--- config.mk ---
export PLATFORM = sky130hd
export DESIGN_NAME = phys_reg_free_list
export DESIGN_NICKNAME = d
export VERILOG_FILES = /design/src/rtl/phys_reg_free_list.sv
export SDC_FILE = /design/constraint.sdc
export NUM_CORES = 1
export LEC_CHECK = 0
export BUFFER_PORTS_ARGS = -buffer_cell sky130_fd_sc_hd__buf_4
export CORE_MARGIN = 4
export CORE_UTILIZATION = 53
export DETAILED_ROUTE_END_ITERATION = 10
export HOLD_SLACK_MARGIN = 0.12
export PLACE_DENSITY = 0.79
export SETUP_SLACK_MARGIN = 0.15
export SLEW_MARGIN = 20
export SYNTH_ARGS = -nofsm -noshare
export SYNTH_HDL_FRONTEND = slang
export SYNTH_SLANG_ARGS = --single-unit
--- constraint.sdc ---
create_clock -name clk_i -period 9.88 [get_ports clk_i]
set_input_delay 0.494 -clock clk_i [delete_from_list [all_inputs] [get_ports clk_i]]
set_output_delay 0.494 -clock clk_i [all_outputs]
set_load 0.02 [all_outputs]
--- src/rtl/phys_reg_free_list.sv ---
// -----------------------------------------------------------------------------
// phys_reg_free_list
//
// Free pool of physical register indices for the out-of-order pipeline. It is
// organised as a circular FIFO. The rename stage takes up to two indices per
// cycle from the head. Allocation is all-or-nothing: either every request in
// the cycle is granted, or none is. The retire side returns up to two indices
// per cycle at the tail, slot 1 before slot 2.
//
// Ports
//   clk_i            rising-edge clock
//   rst_i            synchronous, active-high reset
//   alloc_req_1_i    rename slot 1 wants a destination preg
//   alloc_req_2_i    rename slot 2 wants a destination preg
//   alloc_grant_o    combinational: free count covers the number of requests
//   alloc_preg_1_o   combinational: preg offered to slot 1
//   alloc_preg_2_o   combinational: preg offered to slot 2
//   retire_flag_1_i  release fp_ind_1_i
//   fp_ind_1_i       preg released by slot 1
//   retire_flag_2_i  release fp_ind_2_i
//   fp_ind_2_i       preg released by slot 2
//   free_count_o     registered: number of free entries, 0..DEPTH
//   free_overflow_o  registered: sticky flag, set when a release was dropped
// -----------------------------------------------------------------------------
module phys_reg_free_list #(
   parameter int NUM_PREGS = 64,
   parameter int NUM_AREGS = 32,
   parameter int DEPTH     = NUM_PREGS - NUM_AREGS
) (
   input  logic       clk_i,
   input  logic       rst_i,
   input  logic       alloc_req_1_i,
   input  logic       alloc_req_2_i,
   output logic       alloc_grant_o,
   output logic [5:0] alloc_preg_1_o,
   output logic [5:0] alloc_preg_2_o,
   input  logic       retire_flag_1_i,
   input  logic [5:0] fp_ind_1_i,
   input  logic       retire_flag_2_i,
   input  logic [5:0] fp_ind_2_i,
   output logic [5:0] free_count_o,
   output logic       free_overflow_o
);

   localparam int PREG_W = 6;
   localparam int PTR_W  = (DEPTH > 1) ? $clog2(DEPTH) : 1;
   localparam int CNT_W  = 6;
   localparam int SPC_W  = CNT_W + 1;

   localparam logic [SPC_W-1:0] SPC_DEPTH = SPC_W'(DEPTH);
   localparam logic [SPC_W-1:0] SPC_ONE   = SPC_W'(1);
   localparam logic [SPC_W-1:0] SPC_TWO   = SPC_W'(2);

   // Advance a FIFO pointer by 0..2 positions, wrapping modulo DEPTH.
   function automatic logic [PTR_W-1:0] ptr_add(input logic [PTR_W-1:0] p,
                                                input logic [1:0]       n);
      logic [PTR_W+1:0] sum;
      sum = {2'b00, p} + {{PTR_W{1'b0}}, n};
      if (sum >= (PTR_W+2)'(DEPTH)) begin
         sum = sum - (PTR_W+2)'(DEPTH);
      end else begin
         sum = sum;
      end
      return sum[PTR_W-1:0];
   endfunction

   // Storage and state
   logic [PREG_W-1:0] entry_q [DEPTH];
   logic [PTR_W-1:0]  head_q,  head_d;
   logic [PTR_W-1:0]  tail_q,  tail_d;
   logic [CNT_W-1:0]  count_q, count_d;
   logic              overflow_q, overflow_d;

   // Combinational helpers
   logic [1:0]        n_req_s;
   logic [1:0]        n_alloc_s;
   logic [1:0]        n_free_s;
   logic              grant_s;
   logic [PTR_W-1:0]  head_p1_s;
   logic              rel_v1_s;
   logic              rel_v2_s;
   logic              acc1_s;
   logic              acc2_s;
   logic              drop_s;
   logic [SPC_W-1:0]  space_s;
   logic [PTR_W-1:0]  wr2_ptr_s;

   // Allocation side: grant decision and compacted head reads.
   always_comb begin
      n_req_s   = {1'b0, alloc_req_1_i} + {1'b0, alloc_req_2_i};
      grant_s   = ({{(CNT_W-2){1'b0}}, n_req_s} <= count_q);
      n_alloc_s = 2'd0;
      if (grant_s) begin
         n_alloc_s = n_req_s;
      end else begin
         n_alloc_s = 2'd0;
      end
      head_p1_s      = ptr_add(head_q, 2'd1);
      alloc_preg_1_o = entry_q[head_q];
      // Slot 2 reads the second entry only when slot 1 is consuming the first.
      if (alloc_req_1_i) begin
         alloc_preg_2_o = entry_q[head_p1_s];
      end else begin
         alloc_preg_2_o = entry_q[head_q];
      end
      alloc_grant_o = grant_s;
   end

   // Release side: validity, room check (slot 2 dropped first) and next state.
   always_comb begin
      rel_v1_s = retire_flag_1_i && (fp_ind_1_i != 6'd0);
      rel_v2_s = retire_flag_2_i && (fp_ind_2_i != 6'd0);
      // Room left after this cycle's allocation has vacated its entries.
      space_s  = SPC_DEPTH - {1'b0, count_q} + {{(SPC_W-2){1'b0}}, n_alloc_s};
      acc1_s   = rel_v1_s && (space_s >= SPC_ONE);
      if (acc1_s) begin
         acc2_s    = rel_v2_s && (space_s >= SPC_TWO);
         wr2_ptr_s = ptr_add(tail_q, 2'd1);
      end else begin
         acc2_s    = rel_v2_s && (space_s >= SPC_ONE);
         wr2_ptr_s = tail_q;
      end
      drop_s     = (rel_v1_s && !acc1_s) || (rel_v2_s && !acc2_s);
      n_free_s   = {1'b0, acc1_s} + {1'b0, acc2_s};
      head_d     = ptr_add(head_q, n_alloc_s);
      tail_d     = ptr_add(tail_q, n_free_s);
      count_d    = count_q - {{(CNT_W-2){1'b0}}, n_alloc_s}
                           + {{(CNT_W-2){1'b0}}, n_free_s};
      overflow_d = overflow_q | drop_s;
   end

   // State registers, FIFO writes and reset image x_n -> p_n.
   always_ff @(posedge clk_i) begin
      if (rst_i) begin
         head_q     <= {PTR_W{1'b0}};
         tail_q     <= {PTR_W{1'b0}};
         count_q    <= CNT_W'(DEPTH);
         overflow_q <= 1'b0;
         for (int i = 0; i < DEPTH; i++) begin
            entry_q[i] <= PREG_W'(NUM_AREGS + i);
         end
      end else begin
         head_q     <= head_d;
         tail_q     <= tail_d;
         count_q    <= count_d;
         overflow_q <= overflow_d;
         // When full, tail equals head, so writes land in entries just vacated.
         if (acc1_s) begin
            entry_q[tail_q] <= fp_ind_1_i;
         end
         if (acc2_s) begin
            entry_q[wr2_ptr_s] <= fp_ind_2_i;
         end
      end
   end

   assign free_count_o    = count_q;
   assign free_overflow_o = overflow_q;

endmodule

==> impl_metrics.tcl <==
set metrics [dict create \
    yosysTopAreaCell "edfxtp_1" \
    holdWs_ns 0.476 \
    port_buffers 37 \
    vias 11000 \
    cp_max_fo 8 \
    synth_seq_cells 209 \
    dpl.hpwl_mm 33.3 \
    grtUsageMet1_pct 42.3 \
    syn2layout_area_growth_pct 8.48 \
    hp-class "input port to register" \
    yosys-top-cells-count "edfxtp_1, nand2_1, mux2_2" \
    cp.required_ns 10.29 \
    drc_errors 0 \
    period_minus_slack_ns 6.14 \
    drt_first_pass_iters 9 \
    regToRegSetupSlack_ns 3.74 \
    htreeDepth 1 \
    relSlewSlack_pct 22.6 \
    grt_util_met3_pct 10.3 \
    min_from "rst_i" \
    antenna_found_initial 1 \
    ir_worst_vdd_uv 183 \
    critical_path_arrival_ns 6.55 \
    grtUsageTotal_pct 31.7 \
    outcome "completed" \
    ys_seq_area_share_pct 42.5 \
    nets 1174 \
    report.final.setup_viol 0 \
    worstSetupStartpointType "register" \
    synth_cells 1141 \
    placeableCoreArea_um2 26400 \
    tns_ns 0 \
    finClkSkew_ns 0.0112 \
    yosysMostFrequentCell "edfxtp_1" \
    cts.path.max_buffers 3 \
    synth_nets 1189 \
    grt_pass1_wl_mm 71.0 \
    cts-buffers-inserted 24 \
    final_max_slew_viol_count 0 \
    synth.area.top_cells "edfxtp_1, mux4_2, mux2_2, nand2_1, nor2_1" \
    cts_resized 0 \
    via_per_inst 7.45 \
    io_pins 38 \
    die_w_um 173 \
    avgSynthCellArea_um2 12.6 \
    grt_max_degree 59 \
    fin_crit_sh_pct 62.1 \
    ys.warnings.count 0 \
    final_hold_viol_count 0 \
    synthArstFlopShare_pct 0 \
    antenna-diode-count 0 \
    synth_edf_count 192 \
    cts.sinks 209 \
    clock_latency_ns 0.52 \
    postPlaceCellArea_um2 14800 \
    place.gp.congestion 1.04 \
    synthFlopType "edfxtp_1" \
    timing.rr.start "free_count_o[1]" \
    grt_pass1_vias 10700 \
    cts-root-buf "clkbuf_16" \
    fin_area_um2 15600 \
    rows 59 \
    powerDensity_nw_per_um2 202 \
    max-cap-violations 0 \
    cts_tree "yes" \
    synth_top_area_share_pct 40.2 \
    yosys.cell_types.count 75 \
    fmax_mhz 163 \
    holdPathStages 2 \
    rr_worst_depth 25 \
    drt_iter0_drc 2128 \
    n_fill_cell 2032 \
    drive_gt1_share_pct 33.1 \
    hold_end "free_count_o[1]" \
    ant_nets 0 \
    start_util_pct 54.5 \
    die_y_um 173 \
    endpoint_kind "register" \
    syn_area_um2 14400 \
    post_drt_wl_per_cell_um 33.0 \
    grt.busiest_layer "met2" \
    grt_util_met2_pct 46.7 \
    reg2reg_to "free_count_o[5]" \
    rsz0062_at_grt "false" \
    postCtsSetupRepairBufs 0 \
    leakage_uw 0.00468 \
    dieArea_um2 29800 \
    wl_mm 48.7 \
    crit_type "register to register" \
    cts_hold_buffers 0 \
    grt_overflow 0 \
    clkTransAtPathRegs_ns 0.06 \
    tightest_slew_ns 1.16 \
]
flip-flops by register name (all words and copies together) (netlist names):
signal,count
entry_q,192
free_count_o,6
free_overflow_o,1
head_q,5
tail_q,5
power by group:
part / internal [uW] / switching (uW)
Combinational: 518 / 728
Clock: 461 / 360
Sequential: 1020 / 55.9
area by class of cell:
class	count	area (um2)	share of cell area, %
Inverter	26	97.6	0.627
Timing Repair Buffer	55	433	2.78
Multi-Input combinational cell	810	7820	50.2
Clock buffer	33	656	4.21
Clock inverter	8	38.8	0.249
Sequential cell	209	6110	39.2
Tap cell	335	419	2.69
worst max path at each step:
| stage | start | slack (ns) | end | depth (start not counted) |
|---|---|---|---|---|
| after floorplan | alloc_req_1_i | 3.94 | free_count_o[5] | 25 |
| after global placement | alloc_req_1_i | 3.56 | free_count_o[5] | 26 |
| after detailed placement | alloc_req_1_i | 3.33 | free_count_o[5] | 26 |
| after CTS | free_count_o[1] | 3.77 | free_count_o[5] | 25 |
| after global routing | free_count_o[1] | 3.32 | free_count_o[5] | 25 |
| final | free_count_o[1] | 3.74 | free_count_o[5] | 25 |
logic make-up after synthesis:
group | count (synthesis) | synth area share, %
and+or+nand+nor | 334 | 10.9
muxes | 267 | 30.2
DFF | 209 | 42.5
AOI/OAI and AO/OA | 168 | 9.50
buffers and inverters | 122 | 3.32
adders and majority gates | 30 | 2.88
xor gates and xnor gates | 11 | 0.671
cells in the final DEF, fill, tap and decap left out, types with 4 or more instances in the layout:
cell type / n
a31oi_1: 10
inv_1: 26
a2bb2oi_1: 20
o22ai_1: 6
mux2_2: 124
mux4_2: 120
o21ai_0: 9
a21oi_4: 4
dfxtp_1: 14
and2_1: 5
clkinv_1: 4
o32ai_1: 7
a21oi_1: 33
nand2b_1: 6
mux2i_1: 22
a22oi_1: 16
ha_1: 24
nand3_1: 13
xor2_1: 4
or3_1: 5
clkbuf_1: 8
a211o_1: 15
o211ai_1: 10
nand2_1: 129
and3_1: 4
edfxtp_1: 192
buf_4: 54
nor2_1: 109
xnor2_1: 6
clkbuf_16: 25
nor2b_1: 16
fa_1: 5
nand3_2: 9
nor3_1: 14
worst max-delay path: stages (launching register included):
cell and delay (ns):
dfxtp_1 0.33, inv_1 0.11, ha_1 0.33, nor2b_1 0.14
o2111ai_1 0.26, nand2_1 0.13, ha_1 0.21, inv_1 0.08
fa_1 0.46, or3b_1 0.42, o32ai_2 0.31, nand2_1 0.29
o21ai_1 0.65, inv_1 0.11, ha_1 0.25, inv_1 0.10
fa_1 0.46, inv_1 0.08, ha_1 0.22, a21o_1 0.18
a21oi_1 0.22, nor2_1 0.06, nor2_1 0.08, nor2_1 0.05
o21a_1 0.16, or3_1 0.34
metal layers:
layer / vias up / share of wire [%] / routed length (um)
li1: 4410 / - / -
met1: 5333 / 34 / 16600
met2: 1031 / 43 / 21100
met3: 222 / 15 / 7390
met4: 2 / 7.4 / 3610
met5: - / 0.029 / 14
per-stage QoR:
stage          cells  utilization [%]  setup WS [ns]  total power (uW)
2_1_floorplan   1141                -           3.94              1920
3_3_place_gp    1434             56.3           3.56              2270
3_5_place_dp    1434             56.3           3.33              2290
4_1_cts         1475             58.9           3.77              3090
5_1_grt         1476             59.1           3.32              3250
6_report        1476             59.1           3.74              3140
Note: power is estimated with default switching activity, not from simulation.
